File: src/rtl/retea_pkg.sv
`default_nettype none
// +--------------------------------------------------------------------------+
// | Module   : retea_pkg                                                     |
// | Purpose  : Shared types and constants for the network sequencer: the     |
// |            controller state encoding, the layer-clear duration and an    |
// |            index-width helper.                                           |
// | Ports    : none (package)                                                |
// | Revision : 1.0 - initial release                                         |
// +--------------------------------------------------------------------------+
package retea_pkg;

  typedef enum logic [2:0] {
    IDLE   = 3'd0,
    CLEAR  = 3'd1,
    RUN    = 3'd2,
    ARGMAX = 3'd3,
    DONE   = 3'd4
  } stare_t;

  // Number of cycles the layers are held in reset before the first layer runs.
  localparam int CLEAR_CICLURI = 2;

  // Width of an index able to address n elements.
  function automatic int idx_latime(input int n);
    return $clog2(n);
  endfunction

endpackage
`default_nettype wire

File: src/rtl/argmax_secvential.sv
`default_nettype none
// +--------------------------------------------------------------------------+
// | Module   : argmax_secvential                                             |
// | Purpose  : Sequential arg-max over the final-layer scores, one element   |
// |            per cycle. Ties keep the lowest index.                        |
// | Ports    : clock       - system clock                                    |
// |            reset       - synchronous, active-high                        |
// |            porneste    - start a new scan (one cycle)                    |
// |            scor        - signed score array, held stable during a scan   |
// |            gata_argmax - high in the cycle the last element is examined  |
// |            index       - winning index; final value valid while          |
// |                          gata_argmax is high, then held                  |
// | Revision : 1.0 - initial release                                         |
// +--------------------------------------------------------------------------+
module argmax_secvential
  import retea_pkg::*;
#(
  parameter int numar_clase = 10,
  parameter int latime      = 8
) (
  input  logic                                clock,
  input  logic                                reset,
  input  logic                                porneste,
  input  logic signed [4*latime-1:0]          scor [0:numar_clase-1],
  output logic                                gata_argmax,
  output logic [idx_latime(numar_clase)-1:0]  index
);

  localparam int IW = idx_latime(numar_clase);
  localparam logic [IW-1:0] c_i_last = IW'(numar_clase - 1);

  logic                       r_activ;
  logic [IW-1:0]              r_i;
  logic [IW-1:0]              r_idx;
  logic signed [4*latime-1:0] r_max;

  logic signed [4*latime-1:0] w_elem;
  logic                       w_upd;

  assign w_elem = scor[r_i];
  // Element 0 always loads; later elements replace only when strictly greater,
  // so equal scores leave the earlier (lower) index in place.
  assign w_upd  = r_activ && ((r_i == '0) || (w_elem > r_max));

  always_ff @(posedge clock) begin
    if (reset) begin
      r_activ <= 1'b0;
      r_i     <= '0;
      r_idx   <= '0;
      r_max   <= '0;
    end else if (porneste) begin
      r_activ <= 1'b1;
      r_i     <= '0;
    end else if (r_activ) begin
      if (w_upd) begin
        r_max <= w_elem;
        r_idx <= r_i;
      end
      if (r_i == c_i_last) begin
        r_activ <= 1'b0;
      end else begin
        r_i <= r_i + 1'b1;
      end
    end
  end

  assign gata_argmax = r_activ && (r_i == c_i_last);
  // Look-ahead of the index register so the caller can capture the winner
  // in the same cycle the last element is compared.
  assign index       = w_upd ? r_i : r_idx;

endmodule
`default_nettype wire

File: src/rtl/network_sequencer.sv
`default_nettype none
// +--------------------------------------------------------------------------+
// | Module   : network_sequencer                                             |
// | Purpose  : Inference controller for a chain of dense layers: clears the  |
// |            layers, enables them in order, then finds the winning class   |
// |            of the final layer and reports it with a one-cycle pulse.     |
// | Ports    : clock          - system clock                                 |
// |            reset          - synchronous, active-high                     |
// |            start          - one-cycle inference request                  |
// |            layer_terminat - per-layer sticky done flags                  |
// |            scor           - final-layer signed scores                    |
// |            layer_enable   - per-layer enables (cumulative)               |
// |            layer_reset    - reset to all layers                          |
// |            busy           - inference in progress                        |
// |            gata           - one-cycle completion pulse                   |
// |            predictie      - winning class index                          |
// |            eroare         - per-layer timeout flag                       |
// | Revision : 1.0 - initial release                                         |
// +--------------------------------------------------------------------------+
module network_sequencer
  import retea_pkg::*;
#(
  parameter int numar_straturi  = 2,
  parameter int numar_clase     = 10,
  parameter int latime          = 8,
  parameter int timeout_cicluri = 4095
) (
  input  logic                              clock,
  input  logic                              reset,
  input  logic                              start,
  input  logic [0:numar_straturi-1]         layer_terminat,
  input  logic signed [4*latime-1:0]        scor [0:numar_clase-1],
  output logic [0:numar_straturi-1]         layer_enable,
  output logic                              layer_reset,
  output logic                              busy,
  output logic                              gata,
  output logic [$clog2(numar_clase)-1:0]    predictie,
  output logic                              eroare
);

  localparam int KW = (numar_straturi > 1)  ? idx_latime(numar_straturi)  : 1;
  localparam int TW = (timeout_cicluri > 1) ? idx_latime(timeout_cicluri) : 1;
  localparam int IW = idx_latime(numar_clase);

  localparam logic [KW-1:0] c_k_last   = KW'(numar_straturi - 1);
  // The counter holds the number of completed cycles in the current layer, so
  // the timeout-th cycle is the one where it reads timeout_cicluri-1.
  localparam logic [TW-1:0] c_t_last   = TW'(timeout_cicluri - 1);
  localparam logic [1:0]    c_clr_last = 2'(CLEAR_CICLURI - 1);

  stare_t                    r_state, w_state;
  logic [KW-1:0]             r_k, w_k;
  logic [TW-1:0]             r_cnt, w_cnt;
  logic [1:0]                r_clr, w_clr;
  logic [0:numar_straturi-1] r_enable, w_enable;
  logic                      r_busy, w_busy;
  logic                      r_gata, w_gata;
  logic [IW-1:0]             r_pred, w_pred;
  logic                      r_err, w_err;

  logic                      w_porneste;
  logic                      w_gata_argmax;
  logic [IW-1:0]             w_index;

  argmax_secvential #(
    .numar_clase (numar_clase),
    .latime      (latime)
  ) u_argmax (
    .clock       (clock),
    .reset       (reset),
    .porneste    (w_porneste),
    .scor        (scor),
    .gata_argmax (w_gata_argmax),
    .index       (w_index)
  );

  always_ff @(posedge clock) begin
    if (reset) begin
      r_state  <= IDLE;
      r_k      <= '0;
      r_cnt    <= '0;
      r_clr    <= '0;
      r_enable <= '0;
      r_busy   <= 1'b0;
      r_gata   <= 1'b0;
      r_pred   <= '0;
      r_err    <= 1'b0;
    end else begin
      r_state  <= w_state;
      r_k      <= w_k;
      r_cnt    <= w_cnt;
      r_clr    <= w_clr;
      r_enable <= w_enable;
      r_busy   <= w_busy;
      r_gata   <= w_gata;
      r_pred   <= w_pred;
      r_err    <= w_err;
    end
  end

  always_comb begin
    w_state    = r_state;
    w_k        = r_k;
    w_cnt      = r_cnt;
    w_clr      = r_clr;
    w_enable   = r_enable;
    w_busy     = r_busy;
    w_gata     = 1'b0;
    w_pred     = r_pred;
    w_err      = r_err;
    w_porneste = 1'b0;

    case (r_state)
      IDLE: begin
        if (start) begin
          w_state = CLEAR;
          w_clr   = '0;
          w_busy  = 1'b1;
          w_err   = 1'b0;
          w_pred  = '0;
        end
      end

      CLEAR: begin
        if (r_clr == c_clr_last) begin
          w_state     = RUN;
          w_k         = '0;
          w_cnt       = '0;
          w_enable[0] = 1'b1;
        end else begin
          w_clr = r_clr + 1'b1;
        end
      end

      RUN: begin
        // Done flag is checked first so it wins over a coincident timeout.
        if (layer_terminat[r_k]) begin
          if (r_k == c_k_last) begin
            w_state    = ARGMAX;
            w_porneste = 1'b1;
          end else begin
            w_k           = r_k + 1'b1;
            w_cnt         = '0;
            w_enable[w_k] = 1'b1;
          end
        end else if (r_cnt == c_t_last) begin
          w_state  = DONE;
          w_err    = 1'b1;
          w_pred   = '0;
          w_enable = '0;
          w_busy   = 1'b0;
          w_gata   = 1'b1;
        end else begin
          w_cnt = r_cnt + 1'b1;
        end
      end

      ARGMAX: begin
        if (w_gata_argmax) begin
          w_state  = DONE;
          w_pred   = w_index;
          w_enable = '0;
          w_busy   = 1'b0;
          w_gata   = 1'b1;
        end
      end

      DONE: begin
        w_state = IDLE;
      end

      default: begin
        w_state = IDLE;
      end
    endcase
  end

  // Combinational so the layers are cleared in the same cycle this block is.
  assign layer_reset  = reset | (r_state == CLEAR);
  assign layer_enable = r_enable;
  assign busy         = r_busy;
  assign gata         = r_gata;
  assign predictie    = r_pred;
  assign eroare       = r_err;

endmodule
`default_nettype wire
File: config.mk
export PLATFORM = sky130hd
export DESIGN_NAME = network_sequencer
export DESIGN_NICKNAME = d
export VERILOG_FILES = /design/src/rtl/retea_pkg.sv /design/src/rtl/argmax_secvential.sv /design/src/rtl/network_sequencer.sv
export SDC_FILE = /design/constraint.sdc
export NUM_CORES = 1
export LEC_CHECK = 0
export CAP_MARGIN = 20
export CELL_PAD_IN_SITES_DETAIL_PLACEMENT = 0
export CELL_PAD_IN_SITES_GLOBAL_PLACEMENT = 1
export CORE_MARGIN = 5
export CORE_UTILIZATION = 32
export DETAILED_ROUTE_END_ITERATION = 6
export PLACE_DENSITY = 0.9
export SYNTH_ARGS = -nofsm -noshare
export SYNTH_HDL_FRONTEND = slang
export SYNTH_SLANG_ARGS = --single-unit
File: constraint.sdc
create_clock -name clock -period 7.5 [get_ports clock]
set_input_delay 0.75 -clock clock [delete_from_list [all_inputs] [get_ports clock]]
set_output_delay 0.75 -clock clock [all_outputs]
set_load 0.01 [all_outputs]
==> metrics <==
Avg Synthesized Cell Area=9.10 µm²; Seq pwr share=32.7%; top_reg_cell synth=dfxtp_1; Final Max Tran Viols=0; logic gate share of total power=29.7%; initial antenna violation count=4; sequential area share after synthesis=20.8%; Psw=0.296 mW; 1st-pass router iterations=5; Top Family by Delay on Critical Path=compound AO/OA/AOI/OAI gates; met1 Usage GRT=23.8%; leakage power=3.37 nW; slowest stage delay, CP=0.84 ns; commonest non-fill, non-tap cells in the layout=clkdlybuf4s50_1, nand2b_1, mux2i_1, dfxtp_1, mux4_2; Initial Util=32.5%; Clock Pin Slew Worst Setup and Hold Paths=0.06 ns; mux contribution to synthesized area=32.9%; outcome=completed; I/O pin total=335; GRT Overall Usage=19.7%; Total Routed Length=24,000 µm; grt met3 use=5.17%; synthesized cell area=0.00655 mm²; Post-synth EDFFs=0; CTS max path bufs=2; vias in the first global route=6,778; f_max=0.193 GHz; TritonCTS Sinks=68; met2 usage=35.4%; reported max-cap violation count=0; Least-Margin Pin Slew=0.943 ns; Post-Synth Simple-Gate Area=20.7%; Pwr Density=114 mW/mm²; Synth Instances=720; gpl congestion=0.885; Die Wd=153 µm; Placed Cells=1,281; VDD IR max=0.000105 V; Synth Area in Compound Gates=10.6%; commonest non-fill, non-tap cell in the layout=clkdlybuf4s50_1; number of buffers created by CTS=9; WP data arrival=5.41 ns; CP endpoint kind=register; Hold Fails Final Rpt=0; fillers=1,878; nets@finish=1,385; Period Utilization, post-route=69.1%; Tmin final=5.18 ns; Fin Clk Skew=0.00667 ns; Routed WL per cell=18.5 µm; CP max stage cell=dfxtp_4; vias post-DR=6,546; post-CTS setup buffer count=0; CP Data Required Time=7.73 ns; Die Y=153 µm; post-cts repair resize count=0; largest net degree at the start of global routing=96; slew margin rel.=37.2%; root buffer cell=clkbuf_16; CP Max Fanout=40; crit path cell chain=buf_4 -> mux4_2 -> a21oi_1 -> o21ai_0 -> ha_1 -> nand4_1 -> nor4_2 -> a31oi_1 -> and2_1 -> a21oi_1 -> a21oi_4 -> buf_4 -> mux2_4; drt drc=0; PortBufs=334; Post-Synth Adder-Cell Area=7.26%; YS warnings=0; CTS tree=done; Syn-to-layout area delta=58.4%; H-Tree Depth=3; global-route wire length before repair=36,800 µm; Worst-Skew Late Latency=0.34 ns; ANT nets after route=0; GR Overflow Total=0; Mapped Nets=1,083; Rows=52; CP bufs+invs=2; CTS Hold Bufs=0; layout cells sized above 1=10.0%; Yosys reg bits=68; Total Power=1.19 mW; full die area=0.0234 mm²; class of the worst hold path=reg2reg; CP startpoint kind=register; Setup TNS=0 ns; non-filler cells, final=1,298; part of the power in the clock network=37.5%; DP HPWL=19,600 µm; final core occ=51.4%; Net Sw Frac=25.0%; xor-xnor portion of the synthesized cell area=1.60%; gr busiest metal=met2; core area=0.0202 mm²; largest family of logic cells by synthesized area=multiplexers; Synth async-reset ratio=0%; Iter 0 DRT Violations=357; Setup violations, final=0; unrepaired setup endpoints after global routing=false; crit path kind=reg2reg; Yosys cell types=52; Internal Power=0.891 mW; number of vias per cell=5.04
## area by class of cell
type	instances	area, µm²	area share, %
Multi-Input combinational cell	563	4800	46.3
Timing Repair Buffer	342	3410	32.9
Sequential cell	68	1370	13.2
Tap cell	270	338	3.26
Clock buffer	13	270	2.60
Inverter	38	143	1.37
Clock inverter	3	43.8	0.422
Antenna cell	1	2.50	0.0241
## power by group through the flow
stage | Sequential, mW | Clock, mW | Combinational (mW)
3_5_place_dp | 0.396 | 0 | 0.354
6_report | 0.389 | 0.445 | 0.353
3_3_place_gp | 0.396 | 0 | 0.351
4_1_cts | 0.389 | 0.457 | 0.356
2_1_floorplan | 0.389 | 0 | 0.147
5_1_grt | 0.391 | 0.470 | 0.384
## metal layers
layer  vias up  share of wire [%]
met2       184                 52
met5         -               0.16
met4         6                1.3
met3        28                5.9
li1       3226                  -
met1      3102                 41
## cells in the mapped netlist, types with 6 or more instances
master / number / area share (%)
nand4_1: 19 / 1.8
nor3_1: 10 / 0.76
a21oi_1: 56 / 4.3
mux2i_1: 70 / 11
mux4_2: 64 / 22
nor2_1: 56 / 3.2
o21ai_0: 39 / 3.0
xor2_1: 9 / 1.2
nand3_1: 8 / 0.61
dfxtp_1: 68 / 21
inv_1: 37 / 2.1
ha_1: 38 / 7.3
clkbuf_1: 31 / 1.8
nand2b_1: 74 / 7.1
nand2_1: 57 / 3.3
nor2b_1: 6 / 0.57
buf_2: 11 / 0.84
## registers in the layout (all words and copies together), names as in the netlist
name	count
predictie	4
r_state	3
busy	1
u_argmax.r_activ	1
gata	1
u_argmax.r_idx	4
u_argmax.r_max	32
u_argmax.r_i	4
r_clr	2
r_k	1
r_cnt	12
eroare	1
layer_enable	2
## logic make-up (layout without fill, tap and decap cells)
group | Yosys count | in the layout
buf+inv | 89 | 396
compound gates | 120 | 120
other cells | 0 | 1
xor+xnor | 12 | 12
mux | 135 | 135
simple gates | 258 | 258
flops | 68 | 68
fa+ha+maj | 38 | 38
## worst paths after layout
| check | from | end | slack, ns | cells past startpoint |
|---|---|---|---|---|
| worst min-delay path | predictie[2]$_SDFFE_PP0P_ | predictie[2]$_SDFFE_PP0P_ | 0.46 | 2 |
| worst max register to register | u_argmax.r_i[0]$_SDFFE_PP0P_ | u_argmax.r_max[0]$_SDFFE_PP0P_ | 2.32 | 13 |
| worst max-delay path | u_argmax.r_i[0]$_SDFFE_PP0P_ | u_argmax.r_max[0]$_SDFFE_PP0P_ | 2.32 | 13 |
| worst min register to register | predictie[2]$_SDFFE_PP0P_ | predictie[2]$_SDFFE_PP0P_ | 0.46 | 2 |
## worst register-to-register path, stage by stage (launching register included)
cell and delay (ns):
dfxtp_4 0.84, buf_4 0.56, mux4_2 0.58, a21oi_1 0.14
o21ai_0 0.16, ha_1 0.37, nand4_1 0.15, nor4_2 0.43
a31oi_1 0.16, and2_1 0.20, a21oi_1 0.48, a21oi_4 0.32
buf_4 0.35, mux2_4 0.33
## per-stage QoR
step	setup slack, ns	hold WS, ns	instance area, µm²
after detailed placement	2.26	0.454	10100
after global placement	2.32	0.447	10100
after CTS	2.25	0.463	10400
after global routing	1.90	0.479	10400
final	2.32	0.465	10400
after floorplan	3.61	0.448	6550
(Power assumes the default switching activity.)
